$ cat config.mk
export PLATFORM = sky130hd
export DESIGN_NAME = alu_result_buffer
export DESIGN_NICKNAME = d
export VERILOG_FILES = /design/src/rtl/alu_pkg.sv /design/src/rtl/alu_flag_gen.sv /design/src/rtl/alu_result_buffer.sv
export SDC_FILE = /design/constraint.sdc
export NUM_CORES = 1
export LEC_CHECK = 0
export ABC_AREA = 1
export CAP_MARGIN = 15
export CORE_AREA = 2 2 115 117
export CTS_CLUSTER_DIAMETER = 200
export DETAILED_ROUTE_END_ITERATION = 10
export DIE_AREA = 0 0 117 119
export HOLD_SLACK_MARGIN = 0.03
export PLACE_DENSITY = 0.78
export SETUP_SLACK_MARGIN = 0.5
export SLEW_MARGIN = 20
export SYNTH_ARGS = -nofsm -noshare
export SYNTH_HDL_FRONTEND = slang
export SYNTH_SLANG_ARGS = --single-unit
$ cat constraint.sdc
create_clock -name clk -period 7.4 [get_ports clk]
set_clock_uncertainty 0.05 [all_clocks]
set_input_delay 1.11 -clock clk [delete_from_list [all_inputs] [get_ports clk]]
set_output_delay 1.11 -clock clk [all_outputs]
set_load 0.02 [all_outputs]
$ cat src/rtl/alu_pkg.sv
// Shared ALU definitions: opcode map, data/tag widths, and the result-buffer entry.
package alu_pkg;

    localparam int unsigned ALU_OP_W   = 4;
    localparam int unsigned ALU_DATA_W = 32;
    localparam int unsigned ALU_TAG_W  = 5;

    localparam logic [ALU_OP_W-1:0] ALU_ADD     = 4'd0;
    localparam logic [ALU_OP_W-1:0] ALU_SUB     = 4'd1;
    localparam logic [ALU_OP_W-1:0] ALU_AND     = 4'd2;
    localparam logic [ALU_OP_W-1:0] ALU_OR      = 4'd3;
    localparam logic [ALU_OP_W-1:0] ALU_XOR     = 4'd4;
    localparam logic [ALU_OP_W-1:0] ALU_NOR     = 4'd5;
    localparam logic [ALU_OP_W-1:0] ALU_LAST_OP = 4'd5;

    // One queued ALU result with the status flags captured at push time.
    typedef struct packed {
        logic [ALU_DATA_W-1:0] result;
        logic [ALU_TAG_W-1:0]  rd;
        logic                  zero;
        logic                  neg;
        logic                  illegal;
    } alu_entry_t;

    // True for opcodes that the ALU implements.
    function automatic logic alu_op_legal(input logic [ALU_OP_W-1:0] op);
        logic legal;
        legal = 1'b0;
        case (op)
            ALU_ADD, ALU_SUB, ALU_AND, ALU_OR, ALU_XOR, ALU_NOR: legal = 1'b1;
            default:                                           legal = 1'b0;
        endcase
        return legal;
    endfunction

endpackage : alu_pkg

$ cat src/rtl/alu_flag_gen.sv
// Combinational zero/negative/illegal-opcode flag generator for a 32-bit ALU result.
// Shared between the result buffer and the branch unit.
module alu_flag_gen
    import alu_pkg::*;
(
    input  logic [ALU_DATA_W-1:0] result,
    input  logic [ALU_OP_W-1:0]   alu_op,
    output logic                  zero_c,
    output logic                  neg_c,
    output logic                  illegal_c
);

    // The opcode table and the last-legal-opcode constant must agree.
    if (ALU_LAST_OP != ALU_NOR) begin : g_bad_op_map
        $error("alu_flag_gen: ALU_LAST_OP does not match the opcode table");
    end

    // Flags are pure functions of the result and opcode.
    always_comb begin
        zero_c    = (result == '0);
        neg_c     = result[ALU_DATA_W-1];
        illegal_c = !alu_op_legal(alu_op);
    end

endmodule : alu_flag_gen

$ cat src/rtl/alu_result_buffer.sv
// Result buffer between the combinational ALU and the writeback port.
// Captures result, tag and derived flags in a DEPTH-entry FIFO with valid/ready on both sides.
// Entries become visible one cycle after push; there is no in-to-out bypass.
// Optional: define ALU_RESULT_BUFFER_STATS_EN to add stat_retired / stat_stall counters.
module alu_result_buffer
    import alu_pkg::*;
#(
    parameter int unsigned DEPTH = 4,
    parameter int unsigned TAG_W = 5
) (
    input  logic                     clk,
    input  logic                     rst_n,
    input  logic                     in_valid,
    output logic                     in_ready,
    input  logic [31:0]              in_result,
    input  logic [3:0]               in_alu_op,
    input  logic [TAG_W-1:0]         in_rd,
    output logic                     out_valid,
    input  logic                     out_ready,
    output logic [31:0]              out_result,
    output logic [TAG_W-1:0]         out_rd,
    output logic                     out_zero,
    output logic                     out_neg,
    output logic                     out_illegal,
    output logic [$clog2(DEPTH):0]   count
`ifdef ALU_RESULT_BUFFER_STATS_EN
    ,
    output logic [31:0]              stat_retired,
    output logic [31:0]              stat_stall
`endif
);

    localparam int unsigned PTR_W = $clog2(DEPTH);
    localparam int unsigned CNT_W = PTR_W + 1;
    localparam logic [CNT_W-1:0] FULL_CNT = CNT_W'(DEPTH);

    // Pointer wrap relies on a power-of-two depth; the entry tag field is sized by the package.
    if (DEPTH < 2 || DEPTH > 16 || (DEPTH & (DEPTH - 1)) != 0) begin : g_bad_depth
        $error("alu_result_buffer: DEPTH must be a power of two in 2..16");
    end
    if (TAG_W != ALU_TAG_W) begin : g_bad_tag_w
        $error("alu_result_buffer: TAG_W must equal alu_pkg::ALU_TAG_W");
    end

    alu_entry_t        mem [DEPTH];
    logic [PTR_W-1:0]  wr_ptr;
    logic [PTR_W-1:0]  rd_ptr;
    logic [PTR_W-1:0]  wr_ptr_nxt;
    logic [PTR_W-1:0]  rd_ptr_nxt;
    logic [CNT_W-1:0]  count_nxt;
    logic              push_c;
    logic              pop_c;
    logic              zero_c;
    logic              neg_c;
    logic              illegal_c;
    alu_entry_t        in_entry_c;
    alu_entry_t        head_c;

    alu_flag_gen u_flag_gen (
        .result    (in_result),
        .alu_op    (in_alu_op),
        .zero_c    (zero_c),
        .neg_c     (neg_c),
        .illegal_c (illegal_c)
    );

    // Handshake status derived from registered occupancy only.
    always_comb begin
        in_ready  = (count != FULL_CNT);
        out_valid = (count != '0);
        push_c    = in_valid && in_ready;
        pop_c     = out_valid && out_ready;
    end

    // Assemble the entry to be written on push.
    always_comb begin
        in_entry_c         = '0;
        in_entry_c.result  = in_result;
        in_entry_c.rd      = in_rd;
        in_entry_c.zero    = zero_c;
        in_entry_c.neg     = neg_c;
        in_entry_c.illegal = illegal_c;
    end

    // Next pointer and occupancy values.
    always_comb begin
        wr_ptr_nxt = wr_ptr;
        rd_ptr_nxt = rd_ptr;
        count_nxt  = count;
        if (push_c) begin
            wr_ptr_nxt = wr_ptr + PTR_W'(1);
        end
        if (pop_c) begin
            rd_ptr_nxt = rd_ptr + PTR_W'(1);
        end
        case ({push_c, pop_c})
            2'b10:   count_nxt = count + CNT_W'(1);
            2'b01:   count_nxt = count - CNT_W'(1);
            default: count_nxt = count;
        endcase
    end

    // Pointer and occupancy registers; reset empties the queue.
    always_ff @(posedge clk) begin
        if (!rst_n) begin
            wr_ptr <= '0;
            rd_ptr <= '0;
            count  <= '0;
        end else begin
            wr_ptr <= wr_ptr_nxt;
            rd_ptr <= rd_ptr_nxt;
            count  <= count_nxt;
        end
    end

    // Entry storage is not reset; a push coincident with reset is dropped.
    always_ff @(posedge clk) begin
        if (rst_n && push_c) begin
            mem[wr_ptr] <= in_entry_c;
        end
    end

    // Head entry drives the outputs only while the buffer holds data.
    always_comb begin
        head_c      = mem[rd_ptr];
        out_result  = '0;
        out_rd      = '0;
        out_zero    = 1'b0;
        out_neg     = 1'b0;
        out_illegal = 1'b0;
        if (out_valid) begin
            out_result  = head_c.result;
            out_rd      = head_c.rd;
            out_zero    = head_c.zero;
            out_neg     = head_c.neg;
            out_illegal = head_c.illegal;
        end
    end

`ifdef ALU_RESULT_BUFFER_STATS_EN
    // Retired-entry and upstream-stall counters, both wrapping at 2^32.
    always_ff @(posedge clk) begin
        if (!rst_n) begin
            stat_retired <= '0;
            stat_stall   <= '0;
        end else begin
            if (pop_c) begin
                stat_retired <= stat_retired + 32'd1;
            end
            if (in_valid && !in_ready) begin
                stat_stall <= stat_stall + 32'd1;
            end
        end
    end
`endif

endmodule : alu_result_buffer

==> impl_metrics.env <==
export IMPL_met1_length_um=5390
export IMPL_critPathMaxFanout=79
export IMPL_synth_yosys_seq_area_share=0.714
export IMPL_grt_pass1_wl_um=21600
export IMPL_crit_path_start_kind="register"
export IMPL_drt_iter0_markers=367
export IMPL_highest_layer="met4"
export IMPL_grt_start_max_net_pins=80
export IMPL_grt_pass1_vias=4515
export IMPL_diodes=0
export IMPL_post_route_min_period_ps=4110
export IMPL_holdBufCountCts=0
export IMPL_gp_congestion=0.716
export IMPL_ys_flop_type="edfxtp_1"
export IMPL_ys_types=22
export IMPL_htreeDepth=4
export IMPL_synth_edf_count=156
export IMPL_placementRows=42
export IMPL_firstDrtPassIters=5
export IMPL_status="complete, no violations"
export IMPL_vdd_ir_drop_max_uv=308
export IMPL_fmax_mhz=243
export IMPL_yosysWarnings=0
export IMPL_drt_wl_total_um=13800
export IMPL_final_util=0.654
export IMPL_antenna_found_initial=0
export IMPL_whs_ps=466
export IMPL_finalSetupTns_ps=0
export IMPL_hold_viol=0
export IMPL_cts_resized=0
export IMPL_worstMarginPinSlew_ps=932
export IMPL_hpwlAfterDp_um=7690
export IMPL_cellLeakagePower_nw=3.10
export IMPL_grt_usage=0.207
export IMPL_viasPerCell=5.25
export IMPL_ant_nets=0
export IMPL_cts_inserted_buffers=17
export IMPL_p_per_area_mw_per_mm2=358
export IMPL_cp_end_kind="primary output"
export IMPL_postCtsSetupBuffers=0
export IMPL_synth_fa_ha_area_frac=0.0121
export IMPL_drv_cap=0
export IMPL_slew_violations=0
export IMPL_synth_area_per_cell_um2=11.3
export IMPL_wl_met3_um=926
export IMPL_vias=4586
export IMPL_die_area_mm2=0.0139
export IMPL_wl_per_cell_um=15.8
export IMPL_cp_arrival_ps=2950
export IMPL_layout_common_cells="nand2_1, edfxtp_1, nor2_1, clkdlybuf4s50_1, o21ai_0"
export IMPL_wl_met2_um=7200
export IMPL_die_width_um=117
export IMPL_grt_remaining_overflow=0
export IMPL_synth_cell_area_mm2=0.00682
export IMPL_yosys_area_share_simple=0.165
export IMPL_tritoncts="yes"
export IMPL_ios=90
export IMPL_synth_compound_area_frac=0.0698
export IMPL_path_clk_slew_ps=60
export IMPL_drive_gt1_frac=0.0775
export IMPL_syn_instance_count=601
export IMPL_cts_sink_count=165
export IMPL_port_buffers=88
export IMPL_async_reset_ff_frac=0
export IMPL_drc=0
export IMPL_final_common_cell="nand2_1"
export IMPL_synth_seq_cells=165
export IMPL_min_period_over_period=0.556
export IMPL_clkLatencyLatePin_ps=420
export IMPL_nets=735
export IMPL_postPlaceCellArea_mm2=0.00780
export IMPL_design_area_mm2=0.00842
export IMPL_rsz0062_at_grt="false"
export IMPL_relSlewSlack=0.378
export IMPL_fin_total_pwr_mw=3.01
export IMPL_synth_fp_nets=652
export IMPL_synthMuxAreaShare=0
export IMPL_die_y_um=119
export IMPL_start_util=0.529
export IMPL_root_buffer="clkbuf_16"
export IMPL_crit_type="reg -> out"
export IMPL_synth_top_family_by_area="simple AND/OR/NAND/NOR gates"
export IMPL_clock_path_buffers=2
export IMPL_coreArea_mm2=0.0129
export IMPL_setup_viol=0
export IMPL_hp_class="reg -> reg"
export IMPL_syn2layout_area_growth_pct=23.6
export IMPL_synth_xor_area_share=0
export IMPL_worst_ep_required_time_ps=6240
## cell type report
cell class                      instances  area (um^2)
Clock buffer                           21          450
Multi-Input combinational cell        388         1710
Inverter                               18         72.6
Sequential cell                       165         4870
Timing Repair Buffer                   94          926
Fill cell                             932         4450
Clock inverter                         11          175
Tap cell                              176          220
## flip-flops by register name, summed over array words and instances, names as in the netlist, named ones only
| name | count |
|---|---|
| count | 3 |
| mem | 156 |
| rd_ptr | 2 |
| wr_ptr | 2 |
## report_power, final
part	internal, mW	leakage [nW]	switching [mW]	total [mW]
Combinational	0.375	1.31	0.623	0.998
Sequential	1.08	1.49	0.0182	1.10
Clock	0.575	0.298	0.339	0.914
## cell usage after synthesis (5+ instances only)
| cell type | instances | area, um^2 |
|---|---|---|
| a21oi_1 | 35 | 175 |
| a21oi_2 | 10 | 87.6 |
| buf_2 | 14 | 70.1 |
| buf_6 | 6 | 67.6 |
| clkbuf_1 | 7 | 26.3 |
| dfxtp_1 | 9 | 180 |
| edfxtp_1 | 156 | 4680 |
| ha_1 | 5 | 62.6 |
| inv_1 | 16 | 60.1 |
| nand2_1 | 177 | 664 |
| nand3_1 | 5 | 25.0 |
| nor2_1 | 110 | 413 |
| o21ai_0 | 41 | 205 |
## through the flow
| stage | setup WS [ps] | std cells |
|---|---|---|
| 6_report | 3290 | 873 |
| 5_1_grt | 3150 | 873 |
| 4_1_cts | 3320 | 873 |
| 3_5_place_dp | 3810 | 841 |
| 3_3_place_gp | 3870 | 841 |
| 2_1_floorplan | 4000 | 601 |
## worst max-delay path, cell delays in order (launching register included)
cell and delay (ps):
dfxtp_2 310, buf_4 670, inv_6 400, o21ai_0 370
a21oi_1 150, clkdlybuf4s50_1 590
## cells by family after synthesis
family                   after synthesis
AND/OR/NAND/NOR                      295
flip-flops                           165
AO/OA/AOI/OAI                         87
buffers and inverters                 48
adder cells (fa/ha/maj)                6
## path summary, 6_finish.rpt
check                         to  slack (ps)       from  cells after the start
setup / recovery  out_result[25]        3290   register                      5
hold / removal         rd_ptr[0]         470  rd_ptr[0]                      2
setup reg to reg        count[1]        4930   count[0]                      8
hold reg to reg        rd_ptr[0]         470  rd_ptr[0]                      2
## routing by layer
layer,vias to the layer above,global-route usage
li1,2198,-
met4,0,0.0838
met3,27,0.0601
met5,-,0
met1,2201,0.248
met2,160,0.349
(Power assumes the default switching activity.)
